### src/rtl/flash_pkg.sv
// Purpose : shared state encodings and default widths for the flash read master.
// Latency : n/a (declarations only).
// Backpressure: n/a.
package flash_pkg;

    localparam int ADDR_W_DEF = 23;
    localparam int DATA_W_DEF = 32;

    // State encodings are plain constants so legacy tools and testbenches that
    // compare raw state values keep working.
    typedef logic [1:0] state_t;

    localparam state_t IDLE       = 2'd0;
    localparam state_t READ       = 2'd1;
    localparam state_t WAIT_VALID = 2'd2;
    localparam state_t DONE       = 2'd3;

endpackage

### src/rtl/read_flash_fsm.sv
// Purpose : single-word Avalon-MM read master for the on-board flash.
// Latency : start edge to finished high is 3 cycles minimum, +1 per stall or extra valid-latency cycle.
// Backpressure: holds read/address stable while wait_request is high, unbounded.
//
// Ports:
//   clk, reset        - rising-edge clock, synchronous active-high reset
//   start             - level request, only looked at in IDLE
//   address_in        - word address, latched when start is accepted
//   wait_request      - slave stall, read not accepted while high
//   data_valid        - slave readdatavalid, only honoured in WAIT_VALID
//   readdata          - slave read data
//   read, address     - Avalon read strobe and address (Moore-decoded / registered)
//   data_out          - last captured word, held between transactions
//   finished          - one-cycle done pulse
module read_flash_fsm
    import flash_pkg::*;
#(
    parameter int ADDR_W = ADDR_W_DEF,
    parameter int DATA_W = DATA_W_DEF
) (
    input  logic              clk,
    input  logic              reset,
    input  logic              start,
    input  logic [ADDR_W-1:0] address_in,
    input  logic              wait_request,
    input  logic              data_valid,
    input  logic [DATA_W-1:0] readdata,
    output logic              read,
    output logic [ADDR_W-1:0] address,
    output logic [DATA_W-1:0] data_out,
    output logic              finished
);

    state_t            state_q, state_d;
    logic [ADDR_W-1:0] addr_q,  addr_d;
    logic [DATA_W-1:0] data_q,  data_d;

    always_comb begin
        state_d = state_q;
        addr_d  = addr_q;
        data_d  = data_q;
        case (state_q)
            IDLE: begin
                if (start) begin
                    addr_d  = address_in;
                    state_d = READ;
                end
            end
            READ: begin
                if (!wait_request) begin
                    state_d = WAIT_VALID;
                end
            end
            WAIT_VALID: begin
                // data_valid seen in IDLE/READ is never ours; only capture here.
                if (data_valid) begin
                    data_d  = readdata;
                    state_d = DONE;
                end
            end
            DONE: begin
                // Always return through IDLE so finished is a clean single pulse
                // even when start is held high.
                state_d = IDLE;
            end
            default: begin
                state_d = IDLE;
            end
        endcase
    end

    always_ff @(posedge clk) begin
        if (reset) begin
            state_q <= IDLE;
            addr_q  <= '0;
            data_q  <= '0;
        end else begin
            state_q <= state_d;
            addr_q  <= addr_d;
            data_q  <= data_d;
        end
    end

    // Moore outputs straight off the state register: no combinational paths
    // from the slave inputs to read/finished.
    assign read     = (state_q == READ);
    assign finished = (state_q == DONE);
    assign address  = addr_q;
    assign data_out = data_q;

endmodule

### config.mk
export PLATFORM = sky130hd
export DESIGN_NAME = read_flash_fsm
export DESIGN_NICKNAME = d
export VERILOG_FILES = /design/src/rtl/flash_pkg.sv /design/src/rtl/read_flash_fsm.sv
export SDC_FILE = /design/constraint.sdc
export NUM_CORES = 1
export LEC_CHECK = 0
export ABC_AREA = 1
export CAP_MARGIN = 20
export CELL_PAD_IN_SITES_DETAIL_PLACEMENT = 1
export CELL_PAD_IN_SITES_GLOBAL_PLACEMENT = 1
export CORE_ASPECT_RATIO = 1.75
export CORE_MARGIN = 2
export CORE_UTILIZATION = 28
export DETAILED_ROUTE_END_ITERATION = 10
export GPL_TIMING_DRIVEN = 1
export HOLD_SLACK_MARGIN = 0.15
export PLACE_DENSITY_LB_ADDON = 0.08
export SETUP_SLACK_MARGIN = 0.2
export SYNTH_ARGS = -nofsm -noshare
export SYNTH_HDL_FRONTEND = slang
export SYNTH_SLANG_ARGS = --single-unit
### constraint.sdc
create_clock -name clk -period 3.3 [get_ports clk]
set_input_delay 0.33 -clock clk [delete_from_list [all_inputs] [get_ports clk]]
set_output_delay 0.33 -clock clk [all_outputs]
set_load 0.005 [all_outputs]
==> flow_summary.json, run 1 <==
{
  "grt_first_pass_wirelength_um": 10200,
  "final.setup.tns_ns": 0,
  "clk_pin_slew_worst_paths_ns": 0.05,
  "h-tree-depth": 3,
  "drive_above_1_share": 0.0526,
  "postCtsSetupRepairBufs": 0,
  "post-place-ws_ns": 1.19,
  "synth_cell_types": 16,
  "worstMarginPinSlew_ns": 0.806,
  "hold_path_class": "reg -> reg",
  "whs_ns": 0.476,
  "grt_pass1_vias": 2096,
  "yosysSeqAreaShare": 0.548,
  "synthCells": 264,
  "power.density_mw_per_mm2": 747,
  "route.detailed.drc": 0,
  "clockRootBuffer": "clkbuf_16",
  "synth.ff_latch_count": 57,
  "wirelength_um": 6270,
  "num_vias": 2095,
  "fin_crit_ns": 1.93,
  "clk-insertion-delay-late_ns": 0.33,
  "die_h_um": 118,
  "clock.fmax_ghz": 0.519,
  "cts_hold_buf": 0,
  "async_flop_share": 0,
  "rows": 41,
  "ir_worst_vdd_mv": 0.447,
  "dieArea_mm2": 0.00817,
  "cts_tree": "done",
  "viasPerCell": 4.50,
  "rsz0062_at_grt": "no",
  "firstDrtPassIters": 4,
  "cts_buffer_depth": 2,
  "setup_viol": 0,
  "drt_iter0_drc": 157,
  "slew_headroom": 0.462,
  "syn_area_per_cell_um2": 7.89,
  "crit_required_ns": 3.52,
  "final-hold-violation-count": 0,
  "layout_setup_ws_ns": 1.37,
  "initial_core_util": 0.288,
  "fillers": 875,
  "p_leak_uw": 0.00136,
  "clock-sinks": 57,
  "antenna_found_initial": 0,
  "endpoint_kind": "flip-flop",
  "critPathMaxFanout": 33,
  "cts_buffers": 9,
  "syn_nets": 328,
  "cts_resized": 0,
  "wl_per_cell_um": 13.5,
  "grtUsageTotal": 0.162,
  "finClkSkew_ns": 0.00304,
  "status": "completed",
  "areaGrowthSynthToFinish_pct": 68.8,
  "synth-edff-count": 0,
  "placed_cell_area_mm2": 0.00324,
  "die_w_um": 69.2,
  "ys_top_cells_by_count": "114 x nor2_1, 57 x dfxtp_1, 40 x o21ai_0, 15 x o21ai_1, 7 x nand2_1",
  "finalCritPeriodShare": 0.584,
  "syn_area_mm2": 0.00208,
  "synth.most_common_cell": "nor2_1",
  "synthFlopType": "dfxtp_1",
  "gp_congestion": 0.709,
  "grt-ovfl-total": 0,
  "dp_hpwl_um": 4470,
  "portBuffers": 116,
  "boundaryPins": 117,
  "worst-setup-path-type": "reg -> reg",
  "cp.arrival_ns": 2.14,
  "slew_viol_final": 0,
  "yosys_warnings": 0,
  "nets": 439,
  "core-area_mm2": 0.00723,
  "critPathLaunchType": "flip-flop",
  "yosysTopAreaCellShare": 0.548,
  "grt_max_degree": 58,
  "maxCapViolations": 0,
  "ys_top_cells_by_area": "dfxtp_1 55%, nor2_1 21%, o21ai_0 9.6%, o21ai_1 3.6%, buf_6 2.7%",
  "ant_nets": 0,
  "yosysTopAreaCell": "dfxtp_1",
  "final_area_mm2": 0.00351,
  "diodes": 0
}
## power by group
part	internal, µW	total (µW)	switching (µW)
clock network	543	839	296
registers	861	950	89.8
logic	466	835	369
## routing by layer
metal	vias up	wire length (µm)	track usage
met5	-	0	0
met4	0	198	0.103
met3	11	401	0.0411
met2	68	3330	0.279
met1	955	2350	0.171
li1	1061	-	-
## area by class of cell
class | count | area, µm² | share of cell area
Clock buffer | 13 | 260 | 0.0740
Clock inverter | 3 | 15.0 | 0.00427
Inverter | 7 | 26.3 | 0.00748
Multi-Input combinational cell | 184 | 803 | 0.229
Sequential cell | 57 | 1140 | 0.325
Tap cell | 86 | 108 | 0.0306
Timing Repair Buffer | 116 | 1160 | 0.330
## worst paths after layout
kind                                 from                   endpoint  slack [ns]  cells after the start
setup / recovery  state_q[0]$_SDFFE_PP0P_  data_out[17]$_SDFFE_PP0P_        1.37                      6
hold / removal    address[7]$_SDFFE_PP0P_    address[7]$_SDFFE_PP0P_        0.48                      2
setup reg to reg  state_q[0]$_SDFFE_PP0P_  data_out[17]$_SDFFE_PP0P_        1.37                      6
hold reg to reg   address[7]$_SDFFE_PP0P_    address[7]$_SDFFE_PP0P_        0.48                      2
## worst max-delay path: stages (launching register included)
cell	delay, ns
dfxtp_1	0.35
inv_1	0.08
ha_1	0.24
nand2_2	0.46
inv_2	0.40
nor2_1	0.20
nor2_1	0.06
## kinds of logic after synthesis
logic type | count (synthesis) | synth area share
buffers and inverters | 23 | 0.0661
adders and majority gates | 4 | 0.0240
DFF | 57 | 0.548
AOI/OAI and AO/OA | 55 | 0.132
and+or+nand+nor | 125 | 0.230
## cells in the final DEF, fill, tap and decap left out, drive strengths merged
cell	Yosys	layout
nor2	114	114
dfxtp	57	57
o21ai	55	55
nand2	9	9
clkbuf	5	13
or2	1	1
clkinv	0	3
inv	7	7
nand3	1	1
clkdlybuf4s50	0	116
ha	4	4
## state kept, by name, indices dropped and copies added (netlist names)
signal,count
state_q,2
data_out,32
address,23
## metrics by stage
stage           util  std cells  total power [µW]
3_3_place_gp   0.448        450              1790
2_1_floorplan      -        264              1360
6_report       0.486        466              2620
3_5_place_dp   0.448        450              1820
5_1_grt        0.486        466              2800
4_1_cts        0.486        466              2670
No activity file was read; power rests on OpenSTA's default activity.
==> inputs of run 2 (changes only) <==
--- a/config.mk
+++ b/config.mk
@@ -11,7 +11,7 @@
 export CELL_PAD_IN_SITES_GLOBAL_PLACEMENT = 1
 export CORE_ASPECT_RATIO = 1.75
 export CORE_MARGIN = 2
-export CORE_UTILIZATION = 28
+export CORE_UTILIZATION = 23
 export DETAILED_ROUTE_END_ITERATION = 10
 export GPL_TIMING_DRIVEN = 1
 export HOLD_SLACK_MARGIN = 0.15
==> constraint.sdc (replaced) <==
create_clock -name clk -period 1.6 [get_ports clk]
set_input_delay 0.16 -clock clk [delete_from_list [all_inputs] [get_ports clk]]
set_output_delay 0.16 -clock clk [all_outputs]
set_load 0.005 [all_outputs]
==> run 2 against run 1 <==
  * Highest routed layer unchanged
  * Sequential share of layout area decreased by 1.4 points
  * Critical path depth decreased by 5
  * Setup slack got worse by 1.1 ns
  * Final area increased by 4.7%
  * Clock-buffer cell count increased by 1
==> flow_summary.json, run 2 (synthesis results as in run 1) <==
{
  "cts_hold_buf": 0,
  "finClkSkew_ns": 0.00649,
  "most-common-layout-cells": "113 x nor2_1, 113 x clkdlybuf4s50_1, 54 x dfxtp_1",
  "initial_core_util": 0.233,
  "r2r_slack_ns": 0.29,
  "clk_pin_slew_worst_paths_ns": 0.05,
  "fin_crit_ns": 1.34,
  "maxCapViolations": 0,
  "worst-setup-path-type": "reg -> out",
  "cp_top_family": "buffers and inverters",
  "areaGrowthSynthToFinish_pct": 76.7,
  "viasPerCell": 4.16,
  "h-tree-depth": 3,
  "fillers": 1050,
  "cts_buffer_depth": 2,
  "cp.arrival_ns": 1.18,
  "cp_cell_sequence": "clkdlybuf4s50_1",
  "endpoint_kind": "output pin",
  "die_w_um": 75.9,
  "grt_pass1_vias": 2145,
  "final-hold-violation-count": 0,
  "p_leak_uw": 0.00144,
  "finalCritPeriodShare": 0.835,
  "r2r-start": "state_q[0]$_SDFFE_PP0P_",
  "gp_congestion": 0.674,
  "clock-sinks": 57,
  "wl_per_cell_um": 12.9,
  "ir_worst_vdd_mv": 0.715,
  "slew_headroom": 0.837,
  "clk-insertion-delay-late_ns": 0.32,
  "status": "completed",
  "wirelength_um": 6520,
  "rows": 46,
  "final.setup.tns_ns": 0,
  "nets": 445,
  "cts_buffers": 9,
  "slew_viol_final": 0,
  "grt_first_pass_wirelength_um": 10600,
  "min_from": "readdata[20]",
  "crit_required_ns": 1.44,
  "cp_slowest_cell": "clkdlybuf4s50_1",
  "hold_path_class": "in -> reg",
  "clockRootBuffer": "clkbuf_16",
  "route.detailed.drc": 0,
  "diodes": 0,
  "dp_hpwl_um": 4610,
  "cts_tree": "done",
  "placed_cell_area_mm2": 0.00335,
  "boundaryPins": 117,
  "grtUsageTotal": 0.138,
  "drive_above_1_share": 0.0907,
  "grt_max_degree": 58,
  "dieArea_mm2": 0.00986,
  "critPathLaunchType": "flip-flop",
  "clock.fmax_ghz": 0.749,
  "critPathMaxFanout": 2,
  "num_vias": 2106,
  "core-area_mm2": 0.00892,
  "setup_viol": 0,
  "antenna_found_initial": 0,
  "worstSetupStartpoint": "data_out[25]$_SDFFE_PP0P_",
  "ant_nets": 0,
  "grt-ovfl-total": 0,
  "portBuffers": 116,
  "rsz0062_at_grt": "yes",
  "die_h_um": 130,
  "worstMarginPinSlew_ns": 0.244,
  "cpPeakStageDelay_ns": 0.53,
  "firstDrtPassIters": 4,
  "largest_reg_flops": 32,
  "drt_iter0_drc": 62,
  "final_area_mm2": 0.00368,
  "critPathBufInv": 1,
  "power.density_mw_per_mm2": 1520
}
==> run 2: stage by stage <==
| step | power (µW) | util | std cells | hold slack, ns | setup slack (ns) |
|---|---|---|---|---|---|
| global placement | 3780 | 0.375 | 488 | 0.462 | 0.191 |
| detailed placement | 3820 | 0.375 | 488 | 0.471 | 0.138 |
| global route | 6010 | 0.412 | 506 | 0.461 | 0.174 |
| floorplan | 2810 | - | 264 | 0.308 | 0.444 |
| CTS | 5700 | 0.410 | 505 | 0.436 | 0.210 |
| finish | 5610 | 0.412 | 506 | 0.448 | 0.264 |
==> run 2: final cells by class <==
| class | instances | area (µm²) | area share |
|---|---|---|---|
| clock inverter | 2 | 10.0 | 0.00272 |
| multi-input combinational | 184 | 818 | 0.222 |
| tap | 120 | 150 | 0.0408 |
| sequential | 57 | 1140 | 0.311 |
| timing repair buffer | 122 | 1240 | 0.338 |
| inverter | 7 | 28.8 | 0.00782 |
| clock buffer | 14 | 284 | 0.0772 |
==> run 2: final timing paths <==
check / endpoint / depth (start not counted)
setup reg to reg: address[12]$_SDFFE_PP0P_ / 6
hold / removal: data_out[20]$_SDFFE_PP0P_ / 3
setup / recovery: data_out[25] / 1
hold reg to reg: data_out[18]$_SDFFE_PP0P_ / 2
==> run 2: power by group <==
group	switching (µW)	total (µW)	leakage [µW]	internal [µW]
Clock	610	1820	0.000149	1210
Combinational	798	1830	0.000823	1030
Sequential	181	1960	0.000468	1780
==> run 2: repair_timing <==
| action | in CTS | in global routing |
|---|---|---|
| resized for setup | 7 | 11 |
| endpoints found under the hold margin | 0 | 0 |
| buffers inserted | 1 | 1 |
| pin swaps | 0 | 1 |
| setup endpoints to repair | 25 | 32 |
| cloned | 0 | 0 |
==> run 2: layer usage <==
layer / share of wire / global-route usage / wire (µm)
met5: 0 / 0 / 0
met4: 0.015 / 0.0674 / 95
met3: 0.067 / 0.0491 / 437
met2: 0.53 / 0.246 / 3440
met1: 0.39 / 0.144 / 2540
==> inputs of run 3 (changes only) <==
--- a/config.mk
+++ b/config.mk
@@ -11,7 +11,7 @@
 export CELL_PAD_IN_SITES_GLOBAL_PLACEMENT = 1
 export CORE_ASPECT_RATIO = 1.75
 export CORE_MARGIN = 2
-export CORE_UTILIZATION = 23
+export CORE_UTILIZATION = 26
 export DETAILED_ROUTE_END_ITERATION = 10
 export GPL_TIMING_DRIVEN = 1
 export HOLD_SLACK_MARGIN = 0.15
==> constraint.sdc (replaced) <==
create_clock -name clk -period 1.25 [get_ports clk]
set_input_delay 0.125 -clock clk [delete_from_list [all_inputs] [get_ports clk]]
set_output_delay 0.125 -clock clk [all_outputs]
set_load 0.005 [all_outputs]
==> run 3 against run 2 <==
  * The run now ends with setup timing left
  * Worst hold slack worse by 0.042 ns
  * Global-route usage up 2.5 points
  * Setup slack got worse by 0.30 ns
  * First-iteration DRC count fell by 13%
  * Sequential share of layout area down 2.4 points
  * Sequential power grew 33%
  * Cell count is 3.6% lower
  * Largest cell class unchanged
  * Total power grew 41%
  * Critical path depth increased by 6
  * Register-to-register slack lost 0.32 ns
==> flow_summary.json, run 3 (synthesis results as in run 1) <==
{
  "finClkSkew_ns": 0.00217,
  "top_layer": "met4",
  "areaGrowthSynthToFinish_pct": 97.1,
  "drt-met1-wl_um": 2390,
  "status": "finished, violations left",
  "dp.cells": 462,
  "clk-insertion-delay-late_ns": 0.32,
  "critPathBufInv": 3,
  "grt_first_pass_wirelength_um": 10800,
  "wl_per_cell_um": 13.7,
  "clock-sinks": 57,
  "cp_top_family": "simple AND/OR/NAND/NOR gates",
  "core-area_mm2": 0.00786,
  "slew_viol_final": 0,
  "cpPeakStageDelay_ns": 0.33,
  "post-place-ws_ns": -0.00368,
  "fin_crit_ns": 1.28,
  "clk_pin_slew_worst_paths_ns": 0.05,
  "power.density_mw_per_mm2": 1930,
  "grtUsageTotal": 0.162,
  "final-hold-violation-count": 0,
  "violations": "setup timing",
  "met3RoutedLength_um": 384,
  "p_leak_uw": 0.00175,
  "layout_setup_ws_ns": -0.0308,
  "largest_reg_flops": 32,
  "cp_cell_sequence": "buf_6 -> inv_2 -> buf_6 -> ha_4 -> or2_2 -> nor2_2 -> nor2_1",
  "gp_congestion": 0.717,
  "rows": 43,
  "grt_max_degree": 36,
  "h-tree-depth": 3,
  "endpoint_kind": "flip-flop",
  "initial_core_util": 0.265,
  "clock.fmax_ghz": 0.781,
  "finalPower_uw": 7920,
  "maxCapViolations": 0,
  "antenna_found_initial": 0,
  "wirelength_um": 6660,
  "slew_headroom": 0.844,
  "rsz0062_at_grt": "yes",
  "crit_required_ns": 1.46,
  "hold_path_class": "in -> reg",
  "dr_wl_met2_um": 3760,
  "cpMostUsedCell": "buf_6",
  "drive_above_1_share": 0.307,
  "nets": 458,
  "layout_commonest_cell": "nor2_1",
  "critPathLaunchType": "flip-flop",
  "die_w_um": 71.6,
  "worstMarginPinSlew_ns": 0.235,
  "die_h_um": 122,
  "boundaryPins": 117,
  "ant_nets": 0,
  "route.detailed.drc": 0,
  "num_vias": 2169,
  "worst-setup-path-type": "reg -> reg",
  "finalCritPeriodShare": 1.02,
  "dp_hpwl_um": 4670,
  "cts_hold_buf": 0,
  "clockRootBuffer": "clkbuf_16",
  "most-common-layout-cells": "80 x nor2_1, 59 x clkdlybuf4s50_1, 45 x o21ai_1",
  "critPathMaxFanout": 3,
  "cts_tree": "done",
  "portBuffers": 116,
  "diodes": 0,
  "finalNonFillerCells": 488,
  "dieArea_mm2": 0.00877,
  "firstDrtPassIters": 4,
  "grt-ovfl-total": 0,
  "grt_pass1_vias": 2232,
  "cts_buffer_depth": 2,
  "cp_slowest_cell": "dfxtp_2",
  "drt_iter0_drc": 54,
  "cts_buffers": 9,
  "ir_worst_vdd_mv": 1.30,
  "setup_viol": 48,
  "cp.arrival_ns": 1.49,
  "viasPerCell": 4.44
}
-- run 3: metal layers --
layer | GRT usage | vias to the layer above
li1 | - | 1099
met1 | 0.169 | 992
met2 | 0.294 | 68
met3 | 0.0411 | 10
met4 | 0.0849 | 0
met5 | 0 | -
-- run 3: worst min-delay path: cells and delay by family --
family / cells / cell delay [ns]
buffers and inverters: 1 / 0.39
AOI/OAI and AO/OA: 1 / 0.12
and+or+nand+nor: 1 / 0.04
-- run 3: area by class of cell --
cell class / count / area, µm²
flip-flops and latches: 57 / 1180
inverters: 7 / 48.8
clock inverters: 3 / 40.0
fillers: 894 / 3750
repair buffers: 135 / 1390
well taps: 90 / 113
clock buffers: 12 / 256
multi-input cells: 184 / 1080
-- run 3: worst paths after layout --
kind	from	endpoint	slack [ns]	depth (start not counted)
hold reg to reg	data_out[3]$_SDFFE_PP0P_	data_out[3]$_SDFFE_PP0P_	0.47	2
setup reg to reg	state_q[1]$_SDFFE_PP0P_	state_q[0]$_SDFFE_PP0P_	-0.03	7
hold / removal	readdata[22]	data_out[22]$_SDFFE_PP0P_	0.41	3
setup / recovery	state_q[1]$_SDFFE_PP0P_	state_q[0]$_SDFFE_PP0P_	-0.03	7
-- run 3: stage by stage --
stage	instance area, µm²	utilization	hold WS [ns]	setup TNS [ns]
after floorplan	2140	-	0.270	0
after global placement	3420	0.435	0.462	0
after detailed placement	3420	0.435	0.474	-0.00368
after CTS	3890	0.495	0.399	-0.984
after global routing	4100	0.522	0.423	-4.01
final	4100	0.522	0.406	-0.741
-- run 3: where the power goes --
| part | leakage [µW] | switching (µW) | internal (µW) | total [µW] |
|---|---|---|---|---|
| clock | 0.000148 | 777 | 1630 | 2410 |
| combinational | 0.00113 | 1310 | 1600 | 2910 |
| sequential | 0.000479 | 288 | 2320 | 2610 |
| total | 0.00175 | 2380 | 5550 | 7920 |
-- run 3: what timing repair did --
| item | 4_1_cts | 5_1_grt |
|---|---|---|
| cloned | 2 | 0 |
| setup buffers | 4 | 5 |
| pin swaps | 5 | 4 |
| setup endpoints to repair | 114 | 97 |
| gates resized for setup | 154 | 79 |
